===== src/rtl/regfile_seq_master_if.sv =====
// Port bundle for regfile_seq_master: command channel, dump stream, register-file drive and debug state.
// master = the sequencer; slave = controller, stream consumer and register file.
interface regfile_seq_master_if #(
  parameter int DATA_W = 32,
  parameter int ADDR_W = 5
);
  // cmd_* and out_*: a word moves on a rising edge where valid && ready are both high;
  // the out_* source holds addr/data stable while valid && !ready.
  logic              cmd_valid;
  logic              cmd_ready;
  logic [1:0]        cmd_op;
  logic [ADDR_W-1:0] cmd_rd;
  logic [ADDR_W-1:0] cmd_rs1;
  logic [ADDR_W-1:0] cmd_rs2;
  logic              busy;
  logic              done;
  logic              out_valid;
  logic              out_ready;
  logic [ADDR_W-1:0] out_addr;
  logic [DATA_W-1:0] out_data;
  logic              rf_we;
  logic [ADDR_W-1:0] rf_waddr;
  logic [DATA_W-1:0] rf_wdata;
  logic [ADDR_W-1:0] rf_raddr1;
  logic [ADDR_W-1:0] rf_raddr2;
  logic [DATA_W-1:0] rf_rdata1;
  logic [DATA_W-1:0] rf_rdata2;
  logic [1:0]        dbg_state;

  modport master (
    input  cmd_valid, cmd_op, cmd_rd, cmd_rs1, cmd_rs2, out_ready, rf_rdata1, rf_rdata2,
    output cmd_ready, busy, done, out_valid, out_addr, out_data,
           rf_we, rf_waddr, rf_wdata, rf_raddr1, rf_raddr2, dbg_state
  );

  modport slave (
    output cmd_valid, cmd_op, cmd_rd, cmd_rs1, cmd_rs2, out_ready, rf_rdata1, rf_rdata2,
    input  cmd_ready, busy, done, out_valid, out_addr, out_data,
           rf_we, rf_waddr, rf_wdata, rf_raddr1, rf_raddr2, dbg_state
  );
endinterface


===== src/rtl/regfile_seq_master.sv =====
// Command sequencer that is the sole driver of a 32x32 register file: CLEAR, COPY, ADD and
// a backpressured DUMP stream of every register.
module regfile_seq_master #(
  parameter int DATA_W = 32,
  parameter int ADDR_W = 5
) (
  input  logic                 clk,
  input  logic                 rst,
  regfile_seq_master_if.master bus
);

  typedef enum logic [1:0] {
    S_IDLE  = 2'd0,
    S_CLEAR = 2'd1,
    S_EXEC  = 2'd2,
    S_DUMP  = 2'd3
  } state_t;

  localparam logic [1:0]        OP_CLEAR = 2'b00;
  localparam logic [1:0]        OP_ADD   = 2'b10;
  localparam logic [1:0]        OP_DUMP  = 2'b11;
  localparam logic [ADDR_W-1:0] CNT_LAST = '1;

  state_t            state, state_d;
  logic [ADDR_W-1:0] cnt, cnt_d;
  logic [1:0]        op_q;
  logic [ADDR_W-1:0] rd_q, rs1_q, rs2_q;
  logic              done_q, done_d;
  logic              cmd_ready, accept;

  logic              rf_we;
  logic [ADDR_W-1:0] rf_waddr, rf_raddr1, rf_raddr2, out_addr;
  logic [DATA_W-1:0] rf_wdata, out_data;
  logic              out_valid;

  // Gated by rst so the command channel reads as not-ready while reset is held.
  assign cmd_ready = (state == S_IDLE) && rst;
  assign accept    = bus.cmd_valid && cmd_ready;

  always_ff @(posedge clk or negedge rst) begin
    if (!rst) begin
      state  <= S_IDLE;
      cnt    <= '0;
      done_q <= 1'b0;
      op_q   <= '0;
      rd_q   <= '0;
      rs1_q  <= '0;
      rs2_q  <= '0;
    end else begin
      state  <= state_d;
      cnt    <= cnt_d;
      done_q <= done_d;
      if (accept) begin
        op_q  <= bus.cmd_op;
        rd_q  <= bus.cmd_rd;
        rs1_q <= bus.cmd_rs1;
        rs2_q <= bus.cmd_rs2;
      end
    end
  end

  always_comb begin
    state_d   = state;
    cnt_d     = cnt;
    done_d    = 1'b0;
    rf_we     = 1'b0;
    rf_waddr  = '0;
    rf_wdata  = '0;
    rf_raddr1 = '0;
    rf_raddr2 = '0;
    out_valid = 1'b0;
    out_addr  = '0;
    out_data  = '0;
    case (state)
      S_IDLE: begin
        if (accept) begin
          cnt_d = '0;
          if (bus.cmd_op == OP_CLEAR)     state_d = S_CLEAR;
          else if (bus.cmd_op == OP_DUMP) state_d = S_DUMP;
          else                            state_d = S_EXEC;
        end
      end
      S_CLEAR: begin
        rf_we    = 1'b1;
        rf_waddr = cnt;
        cnt_d    = cnt + 1'b1;
        if (cnt == CNT_LAST) begin
          state_d = S_IDLE;
          done_d  = 1'b1;
        end
      end
      S_EXEC: begin
        // Reads are combinational, so rd == rs1/rs2 sees the old value and overwrites it at the edge.
        rf_raddr1 = rs1_q;
        rf_raddr2 = rs2_q;
        rf_we     = 1'b1;
        rf_waddr  = rd_q;
        rf_wdata  = (op_q == OP_ADD) ? (bus.rf_rdata1 + bus.rf_rdata2) : bus.rf_rdata1;
        state_d   = S_IDLE;
        done_d    = 1'b1;
      end
      S_DUMP: begin
        rf_raddr1 = cnt;
        out_valid = 1'b1;
        out_addr  = cnt;
        out_data  = bus.rf_rdata1;
        if (bus.out_ready) begin
          cnt_d = cnt + 1'b1;
          if (cnt == CNT_LAST) begin
            state_d = S_IDLE;
            done_d  = 1'b1;
          end
        end
      end
      default: state_d = S_IDLE;
    endcase
  end

  assign bus.cmd_ready = cmd_ready;
  assign bus.busy      = (state != S_IDLE);
  assign bus.done      = done_q;
  assign bus.out_valid = out_valid;
  assign bus.out_addr  = out_addr;
  assign bus.out_data  = out_data;
  assign bus.rf_we     = rf_we;
  assign bus.rf_waddr  = rf_waddr;
  assign bus.rf_wdata  = rf_wdata;
  assign bus.rf_raddr1 = rf_raddr1;
  assign bus.rf_raddr2 = rf_raddr2;
  assign bus.dbg_state = state;

endmodule


===== src/flat_wrapper.sv =====
// flat-port wrapper written by rule: the top's interface ports become plain ports
module regfile_seq_master_flat 
#(
  parameter int DATA_W = 32,
  parameter int ADDR_W = 5
)
  (clk, rst, bus_cmd_valid, bus_cmd_op, bus_cmd_rd, bus_cmd_rs1, bus_cmd_rs2, bus_out_ready, bus_rf_rdata1, bus_rf_rdata2, bus_cmd_ready, bus_busy, bus_done, bus_out_valid, bus_out_addr, bus_out_data, bus_rf_we, bus_rf_waddr, bus_rf_wdata, bus_rf_raddr1, bus_rf_raddr2, bus_dbg_state);
  regfile_seq_master_if #(.DATA_W(DATA_W), .ADDR_W(ADDR_W)) bus_i ();
  input  logic clk;
  input  logic rst;
  input wire logic [$bits(bus_i.cmd_valid)-1:0] bus_cmd_valid;
  input wire logic [$bits(bus_i.cmd_op)-1:0] bus_cmd_op;
  input wire logic [$bits(bus_i.cmd_rd)-1:0] bus_cmd_rd;
  input wire logic [$bits(bus_i.cmd_rs1)-1:0] bus_cmd_rs1;
  input wire logic [$bits(bus_i.cmd_rs2)-1:0] bus_cmd_rs2;
  input wire logic [$bits(bus_i.out_ready)-1:0] bus_out_ready;
  input wire logic [$bits(bus_i.rf_rdata1)-1:0] bus_rf_rdata1;
  input wire logic [$bits(bus_i.rf_rdata2)-1:0] bus_rf_rdata2;
  output wire logic [$bits(bus_i.cmd_ready)-1:0] bus_cmd_ready;
  output wire logic [$bits(bus_i.busy)-1:0] bus_busy;
  output wire logic [$bits(bus_i.done)-1:0] bus_done;
  output wire logic [$bits(bus_i.out_valid)-1:0] bus_out_valid;
  output wire logic [$bits(bus_i.out_addr)-1:0] bus_out_addr;
  output wire logic [$bits(bus_i.out_data)-1:0] bus_out_data;
  output wire logic [$bits(bus_i.rf_we)-1:0] bus_rf_we;
  output wire logic [$bits(bus_i.rf_waddr)-1:0] bus_rf_waddr;
  output wire logic [$bits(bus_i.rf_wdata)-1:0] bus_rf_wdata;
  output wire logic [$bits(bus_i.rf_raddr1)-1:0] bus_rf_raddr1;
  output wire logic [$bits(bus_i.rf_raddr2)-1:0] bus_rf_raddr2;
  output wire logic [$bits(bus_i.dbg_state)-1:0] bus_dbg_state;
  assign bus_i.cmd_valid = bus_cmd_valid;
  assign bus_i.cmd_op = bus_cmd_op;
  assign bus_i.cmd_rd = bus_cmd_rd;
  assign bus_i.cmd_rs1 = bus_cmd_rs1;
  assign bus_i.cmd_rs2 = bus_cmd_rs2;
  assign bus_i.out_ready = bus_out_ready;
  assign bus_i.rf_rdata1 = bus_rf_rdata1;
  assign bus_i.rf_rdata2 = bus_rf_rdata2;
  assign bus_cmd_ready = bus_i.cmd_ready;
  assign bus_busy = bus_i.busy;
  assign bus_done = bus_i.done;
  assign bus_out_valid = bus_i.out_valid;
  assign bus_out_addr = bus_i.out_addr;
  assign bus_out_data = bus_i.out_data;
  assign bus_rf_we = bus_i.rf_we;
  assign bus_rf_waddr = bus_i.rf_waddr;
  assign bus_rf_wdata = bus_i.rf_wdata;
  assign bus_rf_raddr1 = bus_i.rf_raddr1;
  assign bus_rf_raddr2 = bus_i.rf_raddr2;
  assign bus_dbg_state = bus_i.dbg_state;
  regfile_seq_master #(.DATA_W(DATA_W), .ADDR_W(ADDR_W)) u_core (.clk(clk), .rst(rst), .bus(bus_i));
endmodule

===== config.mk =====
export PLATFORM = sky130hd
export DESIGN_NAME = regfile_seq_master_flat
export DESIGN_NICKNAME = d
export VERILOG_FILES = /design/src/rtl/regfile_seq_master_if.sv /design/src/rtl/regfile_seq_master.sv /design/src/flat_wrapper.sv
export SDC_FILE = /design/constraint.sdc
export NUM_CORES = 1
export LEC_CHECK = 0
export ABC_AREA = 1
export CORE_MARGIN = 3
export CORE_UTILIZATION = 40
export CTS_CLUSTER_SIZE = 8
export DETAILED_ROUTE_END_ITERATION = 7
export GPL_ROUTABILITY_DRIVEN = 0
export PLACE_DENSITY = 0.74
export SYNTH_ARGS = -nofsm -noshare
export SYNTH_HDL_FRONTEND = slang
export SYNTH_SLANG_ARGS = --single-unit

===== constraint.sdc =====
create_clock -name clk -period 3.68 [get_ports clk]
set_input_delay 1.104 -clock clk [delete_from_list [all_inputs] [get_ports clk]]
set_output_delay 1.104 -clock clk [all_outputs]
set_load 0.01 [all_outputs]

== Word level (Yosys, flattened, before mapping) ==
Index checks and enable logic that the tools add are counted.

* Flip-flop bits (word level): 25
* Bits in latches: 0
* Memory bits (writable): 0
* Bits in read-only memories: 0
* Input port bits: 85
* Word-level logic and storage cells: 47
* Memories: 0

* Add/sub/neg operators: 2
* Multipliers: 0
* Div/mod/pow operators: 0
* Magnitude comparators: 0
* Eq/ne operators: 8
* Shift-type cells: 0
* Multiplexer cells: 21
* Bitwise gates (word level): 0
* Reduce and logical (&&, ||, !) cells: 9

{| class="wikitable"
|+ Operators with widths
! cell !! count
|-
| $mux 32 || 3
|-
| $add 32x32->32 || 1
|-
| $mux 5 || 4
|-
| $pmux 5 s2 || 2
|-
| $pmux 5 s3 || 1
|-
| $eq 2x2->1 const B || 4
|-
| $mux 2 || 4
|-
| $pmux 2 s4 || 1
|-
| $add 5x1->5 const B || 1
|-
| $eq 5x5->1 const B || 1
|-
| $mux 1 || 5
|-
| $logic_not 2->1 || 2
|-
| $pmux 1 s3 || 1
|-
| $reduce_and 3->1 || 1
|-
| $reduce_bool 3->1 || 1
|-
| $eq 2x1->1 const B || 1
|-
| $logic_and 1x1->1 || 2
|-
| $ne 2x1->1 const B || 1
|-
| $ne 2x2->1 const B || 1
|-
| $reduce_and 2->1 || 1
|-
| $reduce_bool 2->1 || 1
|-
| $reduce_or 2->1 || 1
|}

== Logic depth before layout (Yosys ltp) ==
Gate-level depths: netlist of run 1.

* Word-level depth: 5
* Depth in mapped cells: 14
* Depth with buffers taken out: 14

== Least setup slack after synthesis of run 1 ==
Ideal clock, no wire load.

* Kind: input port to output port
* Start: in bus_rf_rdata2[0]
* End: out bus_rf_wdata[28]
* Arrival: 2.552 ns
* Path slack: 0.024 ns
* Stages on the path: 12
* Path through: ha_1 -> inv_1 -> fa_1 -> inv_1 -> nand3_1 -> nand3_1 -> nand3_1 -> nand3_2 -> nand2_1 -> a21oi_1 -> nor2_1 -> nor2_1

* Word-level cells in the longest chain between the ends: 3

{| class="wikitable"
|+ Ends and longest elaborated chain
! item !! line !! RTL
|-
| from (decl) || flat_wrapper.sv:18 || <nowiki>input wire logic [$bits(bus_i.rf_rdata2)-1:0] bus_rf_rdata2;</nowiki>
|-
| $add 32x32->32 || regfile_seq_master.sv:98 || <nowiki>rf_wdata = (op_q == OP_ADD) ? (bus.rf_rdata1 + bus.rf_rdata2) : bus.rf_rdata1;</nowiki>
|-
| $mux 32 || regfile_seq_master.sv:98 ||
|-
| $mux 32 || regfile_seq_master.sv:74 || <nowiki>case (state)</nowiki>
|-
| to (decl) || flat_wrapper.sv:27 || <nowiki>output wire logic [$bits(bus_i.rf_wdata)-1:0] bus_rf_wdata;</nowiki>
|}

Every way passes these cells.

== Worst setup path in the final report of run 1 ==
* Start: in bus_rf_rdata2[13]
* End: out bus_rf_wdata[22]

Same word-level chain as after synthesis.

==> out/results.tsv, run 1 <==
metric	value	unit
status	finished, violations left	
violations	negative setup slack	
cts_tree	done	
ant_nets	0	
cts_buffers	3	
clock-root-buffer	clkbuf_16	
die_height	113	µm
coreArea	11000	µm²
fp.dieArea	12700	µm²
total_power	0.00322	W
placementRows	38	
grt_max_degree	31	
maxCapViolations	0	
synth.most_common_cell	nand2_1	
p_leak	4.96	nW
dpl_cell_area	7000	µm²
io-pin-count	176	
grt_pass1_vias	6648	
syn_nets	1016	
power.density	367	nW/µm²
cts-hold-fix-buffers	0	
numPortBuffers	175	
clk_pin_slew_worst_paths	0.07	ns
finalSetupViolCount	23	
skew	0.00145	ns
cts_num_sinks	25	
yosysWarningCount	0	
hold_path_class	flop to flop	
crit_path_start_kind	input port	
synthCells	891	
tightest_slew	0.606	ns
ys_async_sr_fraction	100	%
drive_gt1_share	41.7	%
synth_common_cells	nand2_1 (357), inv_1 (201), nor2_1 (92)	
yosysTopAreaCellShare	29.4	%
vias	7255	
antenna_found_initial	0	
grt_first_pass_wirelength	30.8	mm
drt-wirelength-per-cell	18.5	µm
period_needed	3.93	ns
slew_headroom	59.4	%
final_nets	1285	
design_area	8760	µm²
endpoint_kind	output port	
insertion_delay	0.26	ns
synth.distinct_cells	36	
antenna_cells	0	
timing_worst_setup_path_type	input port to output port	
fin_crit_sh	107	%
gr-total-overflow	0	
drc	0	
die_x	113	µm
synth_area_leaders	nand2_1 (29%), inv_1 (17%), dfrtp_1 (14%)	
areaGrowthSynthToFinish	92.0	%
yosysTopAreaCell	nand2_1	
drt_iter0_drc	756	
htreeDepth	1	
clock_tree.buffer_depth	2	
synth_area	4560	µm²
wl	24.0	mm
synth_top_flop_cell	dfrtp_1	
dp_hpwl	13.0	mm
rsz0062_at_grt	yes	
avgSynthCellArea	5.12	µm²
synth_seq_cells	25	
dr.pass1.iters	8	
peakVddDrop	0.340	mV
dp_slack	-1.15	ns
ys_seq_area_share	13.7	%
cp.required	2.58	ns
max_clock_freq	0.254	GHz
cp_max_fo	4	
initial_core_util	41.6	%
grtUsageTotal	28.8	%
layout_setup_ws	-0.250	ns
synth_edf_count	0	
maxSlewViolCount	0	
viasPerCell	5.59	
cp.arrival	2.83	ns
hold_viol_final	0	
## state kept, by name (all words and copies together) (netlist names)
name                  flops
u_core.bus.dbg_state      2
u_core.bus.done           1
u_core.cnt                5
u_core.op_q               2
u_core.rd_q               5
u_core.rs1_q              5
u_core.rs2_q              5
## metrics by stage
step	hold slack [ns]	instances	util, %	TNS (ns)
after CTS	0.484	1289	74.1	-0.597
final	0.481	1299	79.8	-2.88
after global placement	0.462	1266	63.8	-27.58
after global routing	0.501	1299	79.8	-4.79
after floorplan	0.449	891	-	0
after detailed placement	0.466	1266	63.8	-28.23
## per-layer routing
layer	vias to the layer above	part of all wire, %	track usage, %
li1	3196	-	-
met1	3269	35	33.7
met2	588	47	52.2
met3	202	10	4.76
met4	0	7.8	11.2
met5	-	0	0
## power breakdown
part           internal (W)  switching, W
registers          0.000388     0.0000861
logic               0.00105       0.00145
clock network      0.000147     0.0000982
total               0.00159       0.00163
## final cells by class
class,count,area (µm²)
Fill cell,690,2220
Multi-Input combinational cell,643,4660
Inverter,206,778
Sequential cell,25,626
Clock buffer,3,75.1
Timing Repair Buffer,281,2440
Tap cell,140,175
Clock inverter,1,5.00
## cell usage in the layout, fill, tap and decap left out, types with 4 or more instances in the layout
cell	synthesis	final
clkdlybuf4s50_1	0	82
nand3_2	3	23
buf_2	5	38
nand2_8	0	4
a21oi_4	0	7
dfrtp_1	25	25
inv_1	201	176
nand2_2	7	81
nor2_1	92	59
a21oi_2	1	14
o21ai_1	2	7
nand4_1	4	4
nor2_2	3	17
nand2_1	357	235
nand2_4	0	44
buf_6	0	45
nand3_4	0	10
ha_1	39	8
dlygate4sd2_1	0	10
clkbuf_2	0	9
o21ai_0	21	16
buf_8	0	5
buf_4	1	89
ha_4	0	31
nand3_1	47	17
o211ai_1	7	7
inv_2	4	27
a21oi_1	32	12
nor2_4	1	20
## worst max-delay path, stage by stage
cell and delay (ns):
buf_2 0.12, ha_4 0.27, nand2_2 0.11, inv_2 0.07, nand2_2 0.09, inv_2 0.09, a21oi_4 0.27, nand2_8 0.11
nand2_4 0.10, nand2_2 0.05, nand2_2 0.07, nand3_2 0.08, nand2_1 0.09, inv_1 0.05, buf_2 0.14
## worst paths after layout
check	start	end	slack [ns]	cells after the start
max in group asynchronous	rst	u_core.bus.done	2.12	2
min in group asynchronous	rst	u_core.rs2_q[4]	1.31	2
hold / removal	u_core.rs1_q[0]	u_core.rs1_q[0]	0.48	2
setup reg to reg	u_core.bus.dbg_state[0]	u_core.cnt[2]	1.50	14
setup / recovery	bus_rf_rdata2[13]	bus_rf_wdata[22]	-0.25	15
hold reg to reg	u_core.rs1_q[0]	u_core.rs1_q[0]	0.48	2
## repair_timing
item,4_1_cts,5_1_grt
endpoints found under the setup margin,32,30
cloned,0,0
resized for setup,602,168
setup buffers,19,13
pin swaps,166,102
## logic make-up after synthesis
group | Yosys count | share of synthesized area [%]
fa+ha+maj | 40 | 11.1
simple gates | 524 | 46.4
xor+xnor | 8 | 1.54
compound gates | 71 | 8.72
buf+inv | 223 | 18.6
flops | 25 | 13.7
(Power assumes the default switching activity.)
==> run 2, diff against run 1 <==
--- a/config.mk
+++ b/config.mk
@@ -6,12 +6,14 @@
 export NUM_CORES = 1
 export LEC_CHECK = 0
 export ABC_AREA = 1
+export ABC_CLOCK_PERIOD_IN_PS = 3680
 export CORE_MARGIN = 3
 export CORE_UTILIZATION = 40
 export CTS_CLUSTER_SIZE = 8
 export DETAILED_ROUTE_END_ITERATION = 7
 export GPL_ROUTABILITY_DRIVEN = 0
 export PLACE_DENSITY = 0.74
+export SKIP_CTS_REPAIR_TIMING = 1
 export SYNTH_ARGS = -nofsm -noshare
 export SYNTH_HDL_FRONTEND = slang
 export SYNTH_SLANG_ARGS = --single-unit
==> out/results.tsv, run 2 (same netlist as run 1, synthesis figures left out) <==
metric	value	unit
drt-wirelength-per-cell	15.9	µm
timing_worst_setup_path_type	input port to output port	
clk_pin_slew_worst_paths	0.06	ns
violations	negative setup slack	
clock_tree.buffer_depth	2	
final_common_cell	nand2_1	
max_clock_freq	0.251	GHz
die_height	113	µm
setup_tns	-2.23	ns
vias	6763	
die_x	113	µm
slew_headroom	61.7	%
finalSetupViolCount	19	
period_needed	3.98	ns
placementRows	38	
final_cell_mix	nand2_1 (258), inv_1 (179), buf_4 (92)	
cp.arrival	2.88	ns
maxSlewViolCount	0	
coreArea	11000	µm²
dr.pass1.iters	5	
htreeDepth	1	
path_buf_inv	4	
cp_max_fo	4	
initial_core_util	41.6	%
numPortBuffers	175	
path_common_cell	nand2_1	
cts_tree	done	
slowest_stage	ha_4	
power.density	364	nW/µm²
drc	0	
peakVddDrop	0.340	mV
placed_cells_incl_taps	1266	
crit_path_start_kind	input port	
dp_hpwl	13.0	mm
final_nets	1281	
fin_crit_sh	108	%
cts_buffers	3	
path_cells	clkbuf_2 > ha_4 > buf_4 > nand2_1 > nor2_2 > nand2_1 > nand3_2 > nand2_2 > nand2_4 > nand2_2 > nand3_1 > nand3_1 > nand2_1 > inv_1 > buf_2	
areaGrowthSynthToFinish	87.3	%
grt_pass1_vias	5529	
tightest_slew	0.570	ns
final_util	77.8	%
p_leak	5.01	nW
hold_path_class	flop to flop	
cp.required	2.58	ns
grtUsageTotal	23.3	%
wl	20.6	mm
grt_max_degree	31	
grt_first_pass_wirelength	25.1	mm
rsz0062_at_grt	yes	
status	finished, violations left	
critical-path-max-stage-delay	0.31	ns
drive_gt1_share	37.2	%
maxCapViolations	0	
crit_family	simple AND/OR/NAND/NOR gates	
antenna_found_initial	0	
holdWs	0.481	ns
clock-root-buffer	clkbuf_16	
nFillCells	753	
layout_setup_ws	-0.300	ns
stdcell_count	1295	
cts_num_sinks	25	
ant_nets	0	
endpoint_kind	output port	
skew	0.00174	ns
fp.dieArea	12700	µm²
viasPerCell	5.22	
antenna_cells	0	
io-pin-count	176	
hold_viol_final	0	
gr-total-overflow	0	
drt_iter0_drc	545	
insertion_delay	0.26	ns
run 2: cell types whose count changed in the layout (fill, tap and decap cells not counted), moves of 14 or more:
cell / delta
clkbuf_2: +20
nand2_2: -19
buf_6: -14
dlymetal6s2s_1: +21
buf_2: -21
nand2_1: +23
run 2: per-layer routing:
metal	share of wire, %	wire length (µm)	track usage, %	vias up
met5	0	0	0	-
met4	3.9	799	2.32	0
met3	8.4	1730	3.48	91
met2	49	10100	41.6	388
met1	39	8000	30.8	3107
li1	-	-	-	3177
run 2: final cells by class:
class	instances	area (µm²)	share of cell area, %
multi-input combinational	643	4450	52.1
sequential	25	626	7.32
clock buffer	3	75.1	0.878
clock inverter	1	5.00	0.0585
tap	140	175	2.05
inverter	206	781	9.13
timing repair buffer	277	2430	28.5
run 2: through the flow:
| step | setup slack [ns] | total power (W) | area (µm²) |
|---|---|---|---|
| floorplan | 0.0238 | 0.00155 | 4560 |
| global placement | -1.12 | 0.00251 | 7000 |
| detailed placement | -1.15 | 0.00253 | 7000 |
| CTS | -1.15 | 0.00278 | 7080 |
| global route | -0.428 | 0.00335 | 8550 |
| finish | -0.300 | 0.00311 | 8550 |
run 2: worst paths after layout:
| kind | start | endpoint | slack (ns) | depth (start not counted) |
|---|---|---|---|---|
| setup / recovery | bus_rf_rdata2[3] | bus_rf_wdata[22] | -0.30 | 15 |
| hold / removal | u_core.rs1_q[0] | u_core.rs1_q[0] | 0.48 | 2 |
| setup reg to reg | u_core.bus.dbg_state[0] | u_core.cnt[2] | 1.50 | 14 |
| hold reg to reg | u_core.rs1_q[0] | u_core.rs1_q[0] | 0.48 | 2 |
| max in group asynchronous | rst | u_core.op_q[1] | 2.12 | 2 |
| min in group asynchronous | rst | u_core.rs2_q[4] | 1.31 | 2 |
run 2: power by group:
group	switching, W	internal (W)	leakage (nW)	total [W]
clock network	0.0000968	0.000146	0.0409	0.000243
logic	0.00136	0.00103	4.65	0.00239
registers	0.0000865	0.000388	0.318	0.000475
total	0.00154	0.00157	5.01	0.00311
run 2: worst register-to-register path, delay by kind of cell, from the launching register on:
| kind | cells | cell delay [ns] |
|---|---|---|
| buffers and inverters | 5 | 0.79 |
| AND/OR/NAND/NOR | 8 | 0.65 |
| flip-flops | 1 | 0.43 |
| adder cells (fa/ha/maj) | 1 | 0.19 |
==> run 3, diff against run 2 <==
--- a/config.mk
+++ b/config.mk
@@ -13,7 +13,9 @@
 export DETAILED_ROUTE_END_ITERATION = 7
 export GPL_ROUTABILITY_DRIVEN = 0
 export PLACE_DENSITY = 0.74
+export REMOVE_ABC_BUFFERS = 1
 export SKIP_CTS_REPAIR_TIMING = 1
+export SKIP_LAST_GASP = 1
 export SYNTH_ARGS = -nofsm -noshare
 export SYNTH_HDL_FRONTEND = slang
 export SYNTH_SLANG_ARGS = --single-unit
==> out/results.tsv, run 3 (same netlist as run 1, synthesis figures left out) <==
metric	value	unit
status	finished, violations left	
violations	negative setup slack	
placed_cells_incl_taps	1273	
gr-usage-met1	30.4	%
cts_num_sinks	25	
coreArea	11000	µm²
clock-root-buffer	clkbuf_16	
gr-total-overflow	0	
clk_pin_slew_worst_paths	0.06	ns
crit_path_start_kind	input port	
period_needed	3.88	ns
grtUsageTotal	23.1	%
peakVddDrop	0.380	mV
dr.pass1.iters	5	
clock_tree.buffer_depth	2	
fin_crit_sh	105	%
drt-wirelength-per-cell	14.4	µm
viasPerCell	5.04	
dpl_cell_area	7060	µm²
max_clock_freq	0.258	GHz
io-pin-count	176	
skew	0.00236	ns
placementRows	38	
maxSlewViolCount	0	
die_height	113	µm
numPortBuffers	175	
cp.required	2.58	ns
areaGrowthSynthToFinish	83.1	%
grt_use_met3	3.69	%
drc	0	
final_common_cell	nand2_1	
hold_path_class	flop to flop	
tightest_slew	0.374	ns
p_leak	5.04	nW
wl	18.7	mm
finalSetupViolCount	24	
hold_viol_final	0	
grt_first_pass_wirelength	25.0	mm
dp_hpwl	12.6	mm
antenna_found_initial	2	
cts_buffers	3	
final_cell_mix	nand2_1 (270), inv_1 (184), buf_4 (88)	
htreeDepth	1	
slew_headroom	75.1	%
rsz0062_at_grt	yes	
cp.arrival	2.78	ns
endpoint_kind	output port	
cts_tree	done	
layout_setup_ws	-0.202	ns
cp_max_fo	4	
power.density	361	nW/µm²
grt-busiest-layer	met2	
drive_gt1_share	33.7	%
final_nets	1280	
stdcell_count	1295	
insertion_delay	0.25	ns
maxCapViolations	0	
timing_worst_setup_path_type	input port to output port	
fp.dieArea	12700	µm²
use_met2	41.1	%
vias	6525	
dp_slack	-1.04	ns
grt_pass1_vias	5459	
grt_max_degree	31	
nFillCells	787	
ant_nets	0	
final_util	76.1	%
initial_core_util	41.6	%
drt_iter0_drc	418	
die_x	113	µm
design_area	8360	µm²
-- run 3: changes by cell type in the layout (fill, tap and decap cells not counted), sizes merged --
cell / before / now
buf: 145 / 129
clkbuf: 32 / 38
clkinv: 2 / 1
diode: 0 / 1
dlymetal6s2s: 21 / 31
-- run 3: path summary, 6_finish.rpt --
kind | depth (start not counted) | slack [ns] | end | from
max reg2reg | 13 | 1.52 | u_core.cnt[0] | u_core.bus.dbg_state[0]
min in group asynchronous | 2 | 1.24 | u_core.rd_q[2] | rst
max in group asynchronous | 2 | 2.20 | u_core.cnt[1] | rst
min | 2 | 0.48 | u_core.rd_q[3] | u_core.rd_q[3]
max | 15 | -0.20 | bus_rf_wdata[16] | bus_rf_rdata1[11]
min reg2reg | 2 | 0.48 | u_core.rd_q[3] | u_core.rd_q[3]
-- run 3: worst max-delay path, stage by stage --
cell and delay, ns:
clkbuf_2 0.11, ha_4 0.27, nand2_2 0.09, inv_2 0.05
buf_4 0.13, a21oi_4 0.16, buf_4 0.14, nor2_1 0.03
nor2_1 0.17, nand2_2 0.09, a21oi_2 0.12, o21ai_1 0.09
nand2_1 0.07, inv_1 0.03, buf_2 0.12
-- run 3: per-stage QoR --
step,TNS [ns],hold WS (ns),total power [W]
global placement,-26.32,0.463,0.00251
finish,-2.02,0.481,0.00301
global route,-4.55,0.500,0.00327
detailed placement,-26.91,0.465,0.00254
floorplan,-1.44,0.449,0.00152
CTS,-27.03,0.482,0.00278
-- run 3: metal layers --
layer  part of all wire, %  wire length (µm)
met5                 0.037                 7
met4                   2.5               470
met3                   8.6              1610
met2                    49              9120
met1                    40              7500
-- run 3: cell type report --
class                   count  area [µm²]  area share, %
inverters                 206         776           9.28
repair buffers            276        2440           29.3
flip-flops and latches     25         626           7.49
diodes                      1        2.50         0.0299
well taps                 140         175           2.10
multi-input cells         643        4250           50.9
clock buffers               4        78.8          0.943
-- run 3: power breakdown --
group / internal (W) / switching (W)
Clock: 0.000148 / 0.0000920
Combinational: 0.00101 / 0.00130
Sequential: 0.000388 / 0.0000821
